**src/rtl/gen_fs_en_nco.sv**
```systemverilog
// -----------------------------------------------------------------------------
// gen_fs_en_nco
//
// Fractional sample-enable generator. A modulo-SYS_FREQ_NUM phase accumulator
// advances by step = baud_num * STEP_MULT every cycle. Each time it wraps it
// emits one sub-tick. Every STEP_MULT sub-ticks form one symbol. The ticks
// leave through an OUT_DLY-deep pipeline followed by an output register.
//
// Ports
//   sys_clk    in   1      sole clock, rising edge
//   glb_rst_n  in   1      synchronous active-low reset
//   run        in   1      1 = generate ticks; 0 = hold phase at 0 and flush
//   baud_num   in   ACC_W  requested symbol rate in SYS_FREQ_NUM units
//   baud_vld   in   1      baud_num valid
//   baud_rdy   out  1      a new rate can be accepted (no update pending)
//   fs_en      out  1      single-cycle tick at STEP_MULT x symbol rate
//   fs_en_sym  out  1      tick on the first sub-tick of each symbol
//   sub_idx    out  4      sub-tick index of the most recent fs_en
//   rate_err   out  1      sticky: last offered rate was illegal
// -----------------------------------------------------------------------------
module gen_fs_en_nco #(
    parameter int unsigned      ACC_W        = 32,
    parameter logic [ACC_W-1:0] SYS_FREQ_NUM = 32'd10000,
    parameter int unsigned      STEP_MULT    = 2,   // 1..16
    parameter int unsigned      OUT_DLY      = 8    // 0..15
) (
    input  logic             sys_clk,
    input  logic             glb_rst_n,
    input  logic             run,
    input  logic [ACC_W-1:0] baud_num,
    input  logic             baud_vld,
    output logic             baud_rdy,
    output logic             fs_en,
    output logic             fs_en_sym,
    output logic [3:0]       sub_idx,
    output logic             rate_err
);

    localparam int unsigned CAND_W  = ACC_W + 4;
    localparam int unsigned PHASE_W = ACC_W + 1;
    localparam int unsigned SUM_W   = ACC_W + 2;

    localparam logic [CAND_W-1:0] MOD_CAND = CAND_W'(SYS_FREQ_NUM);
    localparam logic [SUM_W-1:0]  MOD_SUM  = SUM_W'(SYS_FREQ_NUM);
    localparam logic [CAND_W-1:0] MULT     = CAND_W'(STEP_MULT);
    localparam logic [3:0]        CNT_LAST = 4'(STEP_MULT - 1);

    // One pipeline slot: tick, symbol flag, sub-tick index travel together.
    typedef struct packed {
        logic       tick;
        logic       sym;
        logic [3:0] idx;
    } stage_t;

    logic [ACC_W-1:0]   step;
    logic [ACC_W-1:0]   pend_step;
    logic               pending;
    logic [CAND_W-1:0]  cand;
    logic               cand_ok;
    logic [PHASE_W-1:0] phase;
    logic [SUM_W-1:0]   sum;
    logic               wrap;
    logic               tick_pre;
    logic [3:0]         sub_cnt;
    stage_t             stage_in;
    stage_t             tap;

    // NOTE: every signal driven here gets a value on every path, so no latch.
    always_comb begin
        // Four guard bits hold baud_num * 16 without truncation, so an
        // oversized request is flagged instead of silently wrapping.
        cand     = CAND_W'(baud_num) * MULT;
        cand_ok  = (cand != '0) && (cand < MOD_CAND);
        sum      = SUM_W'(phase) + SUM_W'(step);
        wrap     = run && (step != '0) && (sum >= MOD_SUM);
        stage_in = '{tick: tick_pre, sym: tick_pre && (sub_cnt == 4'd0), idx: sub_cnt};
    end

    assign baud_rdy = ~pending;

    // Rate handshake. A pending step is held back until the accumulator wraps
    // so the symbol in progress finishes at the old rate; when the
    // accumulator is idle there is no wrap to wait for, so it lands at once.
    // The wrap sum itself was formed with the old step above.
    // NOTE: sequential state is written with <= only, so every flop samples
    // pre-edge values regardless of statement order.
    always_ff @(posedge sys_clk) begin
        if (!glb_rst_n) begin
            step      <= '0;
            pend_step <= '0;
            pending   <= 1'b0;
            rate_err  <= 1'b0;
        end else if (pending) begin
            if (!run || (step == '0) || wrap) begin
                step    <= pend_step;
                pending <= 1'b0;
            end
        end else if (baud_vld) begin
            if (cand_ok) begin
                pend_step <= cand[ACC_W-1:0];
                pending   <= 1'b1;
                rate_err  <= 1'b0;
            end else begin
                rate_err  <= 1'b1;
            end
        end
    end

    // Phase accumulator and sub-tick counter.
    always_ff @(posedge sys_clk) begin
        if (!glb_rst_n || !run) begin
            phase    <= '0;
            tick_pre <= 1'b0;
            sub_cnt  <= 4'd0;
        end else begin
            if (step != '0) begin
                tick_pre <= wrap;
                phase    <= wrap ? PHASE_W'(sum - MOD_SUM) : PHASE_W'(sum);
            end else begin
                tick_pre <= 1'b0;
            end
            if (tick_pre) begin
                sub_cnt <= (sub_cnt == CNT_LAST) ? 4'd0 : sub_cnt + 4'd1;
            end
        end
    end

    // Delay line. It is cleared by run=0 as well as by reset so that no tick
    // already in flight can escape after the generator is stopped.
    if (OUT_DLY == 0) begin : g_no_dly
        assign tap = stage_in;
    end else begin : g_dly
        localparam int LAST = int'(OUT_DLY) - 1;
        stage_t dline [OUT_DLY];

        // NOTE: this delay line is flushed by reset on purpose; plain data
        // storage without that need would be left unreset.
        always_ff @(posedge sys_clk) begin
            if (!glb_rst_n || !run) begin
                for (int i = 0; i < int'(OUT_DLY); i++) dline[i] <= '0;
            end else begin
                dline[0] <= stage_in;
                for (int i = 1; i < int'(OUT_DLY); i++) dline[i] <= dline[i-1];
            end
        end

        assign tap = dline[LAST];
    end

    // Output register. sub_idx only moves with a tick so it reads as the
    // index of the most recent fs_en.
    always_ff @(posedge sys_clk) begin
        if (!glb_rst_n) begin
            fs_en     <= 1'b0;
            fs_en_sym <= 1'b0;
            sub_idx   <= 4'd0;
        end else if (!run) begin
            fs_en     <= 1'b0;
            fs_en_sym <= 1'b0;
        end else begin
            fs_en     <= tap.tick;
            fs_en_sym <= tap.sym;
            if (tap.tick) sub_idx <= tap.idx;
        end
    end

endmodule

```
**config.mk**
```make
export PLATFORM = sky130hd
export DESIGN_NAME = gen_fs_en_nco
export DESIGN_NICKNAME = d
export VERILOG_FILES = /design/src/rtl/gen_fs_en_nco.sv
export SDC_FILE = /design/constraint.sdc
export NUM_CORES = 1
export LEC_CHECK = 0
export BUFFER_PORTS_ARGS = -buffer_cell sky130_fd_sc_hd__buf_4
export CAP_MARGIN = 10
export CORE_MARGIN = 4
export CORE_UTILIZATION = 50
export DETAILED_ROUTE_END_ITERATION = 10
export GPL_TIMING_DRIVEN = 0
export MAX_ROUTING_LAYER = met4
export PLACE_DENSITY = 0.67
export REMOVE_ABC_BUFFERS = 1
export SLEW_MARGIN = 20
export SYNTH_ARGS = -nofsm -noshare
export SYNTH_HDL_FRONTEND = slang
export SYNTH_SLANG_ARGS = --single-unit
```
**constraint.sdc**
```tcl
create_clock -name sys_clk -period 7.9 [get_ports sys_clk]
set_input_delay 1.58 -clock sys_clk [delete_from_list [all_inputs] [get_ports sys_clk]]
set_output_delay 1.58 -clock sys_clk [all_outputs]
set_load 0.03 [all_outputs]
```
# == Word level (Yosys, flattened, before mapping) ==
# Memories as Yosys holds them, arrays and structs flattened.
# Index checks and enable logic that the tools add are counted.
# op_classes
n_addsub,3
multipliers,0
div,0
n_lt_le_gt_ge,2
n_eq_ne,1
shifts,0
muxes,18
bitwise,10
reduce_logical,19
# ops
cell,count
6-bit 2-to-1 mux,8
33-bit by 32-bit adder with 34-bit output,1
34-bit by 14-bit greater-or-equal comparator with 1-bit output (second input constant),1
34-bit nonzero test,1
33-bit by 14-bit < comparator with 1-bit output (second input constant),1
33-bit 2-to-1 mux,1
33-bit by 14-bit subtractor with 33-bit output (second input constant),1
32-bit logical NOT,1
32-bit nonzero test,1
1-bit 2-to-1 mux,8
1-bit bitwise OR,8
2-bit AND reduction,4
4-bit by 1-bit adder with 4-bit output (second input constant),1
4-bit by 1-bit equality test with 1-bit output (second input constant),1
1-bit logical AND,4
4-bit logical NOT,1
4-bit 2-to-1 mux,1
1-bit logical OR,3
3-bit AND reduction,1
1-bit logical NOT,2
1-bit NOT,2
2-bit OR reduction,1
# totals
reg_bits,108
latchBits,0
mem_bits_rw,48
romBits,0
word_cells,64
memories,1
# mem_list
memory,depth,word_bits,rd,rd_ports_with_merged_regs,wr,line_no,rtl
g_dly.dline,8,6,8,0,8,134,stage_t dline [OUT_DLY];

# == Depth between registers and ports, before layout ==
# depth
depth_word,6
mapped_depth,15
depth_no_buf,14

# == Worst setup path after synthesis ==
# Ideal clock, no wire load.
# synth_path
path_kind,register -> register
from,register step[1]
to,register step[20]
setup_ns,0.067
arrival_time_ns,4.055
path_slack_ns,3.778
stages_incl_launch_ff,15
synth_period_minus_slack_ns,4.122
path_cell_list,dfxtp_1 ha_1 fa_1 a211oi_2 o31ai_2 and2_1 or4_1 a32oi_2 nand3_2 nor4_4 or4b_4 o31ai_4 buf_6 nand3_2 o21ai_2
# synth_between
elab_chain_len,5
word_cells_on_any_way,9
# synth_rtl
item,line_no,rtl
"start, declared",55,logic [ACC_W-1:0] step;
"start signal, assigned",95,step <= pend_step;
33-bit by 32-bit adder with 34-bit output / 32-bit nonzero test (equally long branches),"74, 75",
34-bit by 14-bit greater-or-equal comparator with 1-bit output / 1-bit logical AND (equally long branches),75,wrap = run && (step != '0) && (sum >= MOD_SUM);
1-bit logical AND,75,
1-bit logical OR *,94,if (!run || (step == '0) || wrap) begin
2-bit AND reduction (no source line) *,n/a,
# Mark *: on every way between the ends. The rest lies on a longest branch, timed or not.
# A chain may end at the register's enable or synchronous reset.

# == Worst setup path after layout ==
# layout_path
from,register step[1]
to,register step[7]
# Same word-level chain as after synthesis.

==> flow_summary.json <==
{
  "synth_top_family_by_area": "simple AND/OR/NAND/NOR gates",
  "synth-xor-area-share": 0.0391,
  "setup_violations": 0,
  "tritoncts": "done",
  "fillerInstances": 1478,
  "cts_hold_buf": 0,
  "antenna_cells": 0,
  "maxCapViolations": 0,
  "portBuffers": 43,
  "outcome": "completed",
  "cp-start-kind": "register",
  "overflow": 0,
  "tns_ns": 0,
  "holdCritStartpoint": "pend_step[30]",
  "critPathRequiredTime_ns": 8.26,
  "pre_cts_ws_ns": 2.86,
  "synth_area_leader_cell": "dfxtp_1",
  "remaining_drc_errors": 0,
  "hold_viol_final": 0,
  "drive_gt1_frac": 0.149,
  "crit_buf_inv": 2,
  "rrSetupSlack_ns": 2.87,
  "grt_max_degree": 152,
  "path_delay_family": "simple AND/OR/NAND/NOR gates",
  "r2r_cells": 15,
  "timing.final.ws_setup_ns": 2.87,
  "rr_startpoint": "step[1]",
  "reg2reg_to": "step[7]",
  "leakagePower_nw": 3.83,
  "hold_path_depth": 2,
  "cts_max_path_buffers": 2,
  "num-nets-final": 1045,
  "cp_cell_sequence": "ha_1, fa_1, a211oi_2, o31ai_2, and2_1, or4_1, a32oi_2, nand3_2, nor4_4, or4b_4, o31ai_4, buf_8, buf_6, nand3_1, o21ai_1",
  "cts_buffers": 17,
  "max_stage_delay_ns": 0.61,
  "dp.final_hpwl_microns": 14600,
  "p_int_mw": 1.25,
  "slew_headroom": 0.253,
  "cts-resized-gates": 0,
  "p_comb_frac": 0.023,
  "switching_share": 0.231,
  "ir_worst_vdd_mv": 0.140,
  "yosysWarningCount": 0,
  "synth.cell_area_sq_um": 8280,
  "cts_root_buf": "clkbuf_16",
  "vias": 7031,
  "synth-async-reset-ratio": 0,
  "drtIter0Drc": 491,
  "routed_wl_microns": 20200,
  "start_util": 0.516,
  "synth_top_area_share": 0.375,
  "rsz0062_at_grt": "false",
  "avgSynthCellArea_sq_um": 8.60,
  "netSwitchingPower_uw": 374,
  "core_sq_um": 16100,
  "area_delta_synth_final_pct": 12.3,
  "rows": 46,
  "synth_commonest_cells": "155 x dfxtp_1, 101 x nand2_1, 74 x and3_1",
  "worstSetupPathType": "reg2reg",
  "die_h_microns": 137,
  "hp-class": "reg2reg",
  "synthSimpleGateAreaFrac": 0.278,
  "clkPwrFrac": 0.495,
  "synth_area_leaders": "dfxtp_1 37%, and3_1 5.6%, ha_1 4.8%, nand2_1 4.6%, a21oi_1 3.3%",
  "die_w_microns": 137,
  "worstPathMaxFanout": 18,
  "ant_nets": 0,
  "synthMuxAreaShare": 0.0205,
  "pwr-share-seq": 0.482,
  "ys.flop_type": "dfxtp_1",
  "die_area_sq_um": 18700,
  "gp_congestion": 0.934,
  "synth_compound_area_frac": 0.198,
  "ys_types": 81,
  "grt_antenna_before_repair": 0,
  "finalClockSkew_ns": 0.0172,
  "path_clk_slew_ns": 0.07,
  "clkSinkCount": 155,
  "grtUsageTotal": 0.235,
  "avgRoutedWirePerCell_microns": 16.8,
  "worstMarginPinSlew_ns": 1.12,
  "yosysSeqAreaShare": 0.375,
  "postCtsSetupRepairBufs": 0,
  "h-tree-depth": 4,
  "fin_hold_ws_ns": 0.447,
  "drv_slew": 0,
  "vias_per_cell": 5.83,
  "synth_edf_count": 0,
  "period_share": 0.637,
  "grt_pass1_vias": 6752,
  "synth_fa_ha_area_frac": 0.0508,
  "clk_latency_ns": 0.43,
  "period_minus_slack_ns": 5.03,
  "ios": 44,
  "fmax_mhz": 199,
  "synth-seq-cells": 155,
  "pwr_density_cell_nw_per_um2": 174,
  "cp_slowest_cell": "o31ai_4",
  "grt_pass1_wl_microns": 33700,
  "synth_most_common_cell": "dfxtp_1",
  "syn_inst": 963,
  "drt_first_pass_iters": 6,
  "cp_data_arrival_time_ns": 5.40,
  "endpoint_kind": "register",
  "holdPathEnd": "step[30]"
}
==> cell usage in the layout, fill, tap and decap left out, types with 21 or more instances in the layout <==
| master | count |
|---|---|
| xnor2_1 | 23 |
| nor2_1 | 55 |
| a21oi_1 | 54 |
| nand3_1 | 43 |
| nand2_1 | 101 |
| nand3_2 | 21 |
| buf_4 | 42 |
| ha_1 | 32 |
| dfxtp_1 | 155 |
| nor3_1 | 29 |
| and3_1 | 74 |
| o21ai_0 | 51 |
==> worst max-delay path by stage <==
stage / startpoint / end / slack [ns] / cells past startpoint
6_report: step[1] / step[7] / 2.87 / 15
5_1_grt: step[1] / step[7] / 2.52 / 15
4_1_cts: step[1] / step[7] / 2.84 / 15
3_5_place_dp: step[1] / step[7] / 2.86 / 15
3_3_place_gp: step[1] / step[7] / 1.34 / 13
2_1_floorplan: step[1] / step[10] / 2.35 / 13
==> per-stage QoR <==
stage | util | instance area, sq um | total power [mW] | instances
final | 0.579 | 9300 | 1.62 | 1205
after global routing | 0.579 | 9300 | 1.68 | 1205
after CTS | 0.579 | 9300 | 1.64 | 1205
after detailed placement | 0.543 | 8720 | 0.837 | 1173
after global placement | 0.535 | 8600 | 0.837 | 1165
after floorplan | - | 8000 | 0.806 | 906
==> routing by layer <==
metal / vias up / routed length (microns) / GRT usage / share of wire
li1: 3574 / - / - / -
met1: 3218 / 9590 / 0.315 / 0.47
met2: 196 / 8860 / 0.348 / 0.44
met3: 43 / 1080 / 0.0412 / 0.053
met4: 0 / 664 / 0.107 / 0.033
met5: - / 0 / - / 0
==> kinds of logic after synthesis <==
kind of cell | Yosys count
DFF | 155
AOI/OAI and AO/OA | 234
muxes | 17
buffers and inverters | 67
adders and majority gates | 33
xor gates and xnor gates | 37
and+or+nand+nor | 420
==> registers in the layout, summed over array words and instances (netlist names) <==
signal,cells
step,31
fs_en_sym,1
pending,1
sub_cnt,4
tick_pre,1
phase,32
fs_en,1
sub_idx,4
rate_err,1
g_dly.dline,48
pend_step,31
==> worst reg2reg max path, stage by stage (launching register included) <==
cell and delay (ns):
dfxtp_1 0.33, ha_1 0.22, fa_1 0.44, a211oi_2 0.31
o31ai_2 0.21, and2_1 0.22, or4_1 0.54, a32oi_2 0.27
nand3_2 0.21, nor4_4 0.41, or4b_4 0.54, o31ai_4 0.61
buf_8 0.24, buf_6 0.20, nand3_1 0.11, o21ai_1 0.11
==> layout make-up <==
cell class                      count  area (sq um)  area share
Clock inverter                     13           134      0.0144
Timing Repair Buffer               51           440      0.0474
Tap cell                          216           270      0.0291
Multi-Input combinational cell    741          4870       0.524
Sequential cell                   155          3100       0.334
Clock buffer                       19           443      0.0476
Inverter                           10          37.5     0.00404
==> power by group through the flow <==
stage	registers [mW]	logic, mW	clock network (mW)
after global routing	0.781	0.0418	0.854
after floorplan	0.800	0.00575	0
after detailed placement	0.799	0.0377	0
after CTS	0.782	0.0377	0.822
after global placement	0.799	0.0372	0
final	0.782	0.0374	0.802
Note: power is estimated with default switching activity, not from simulation.
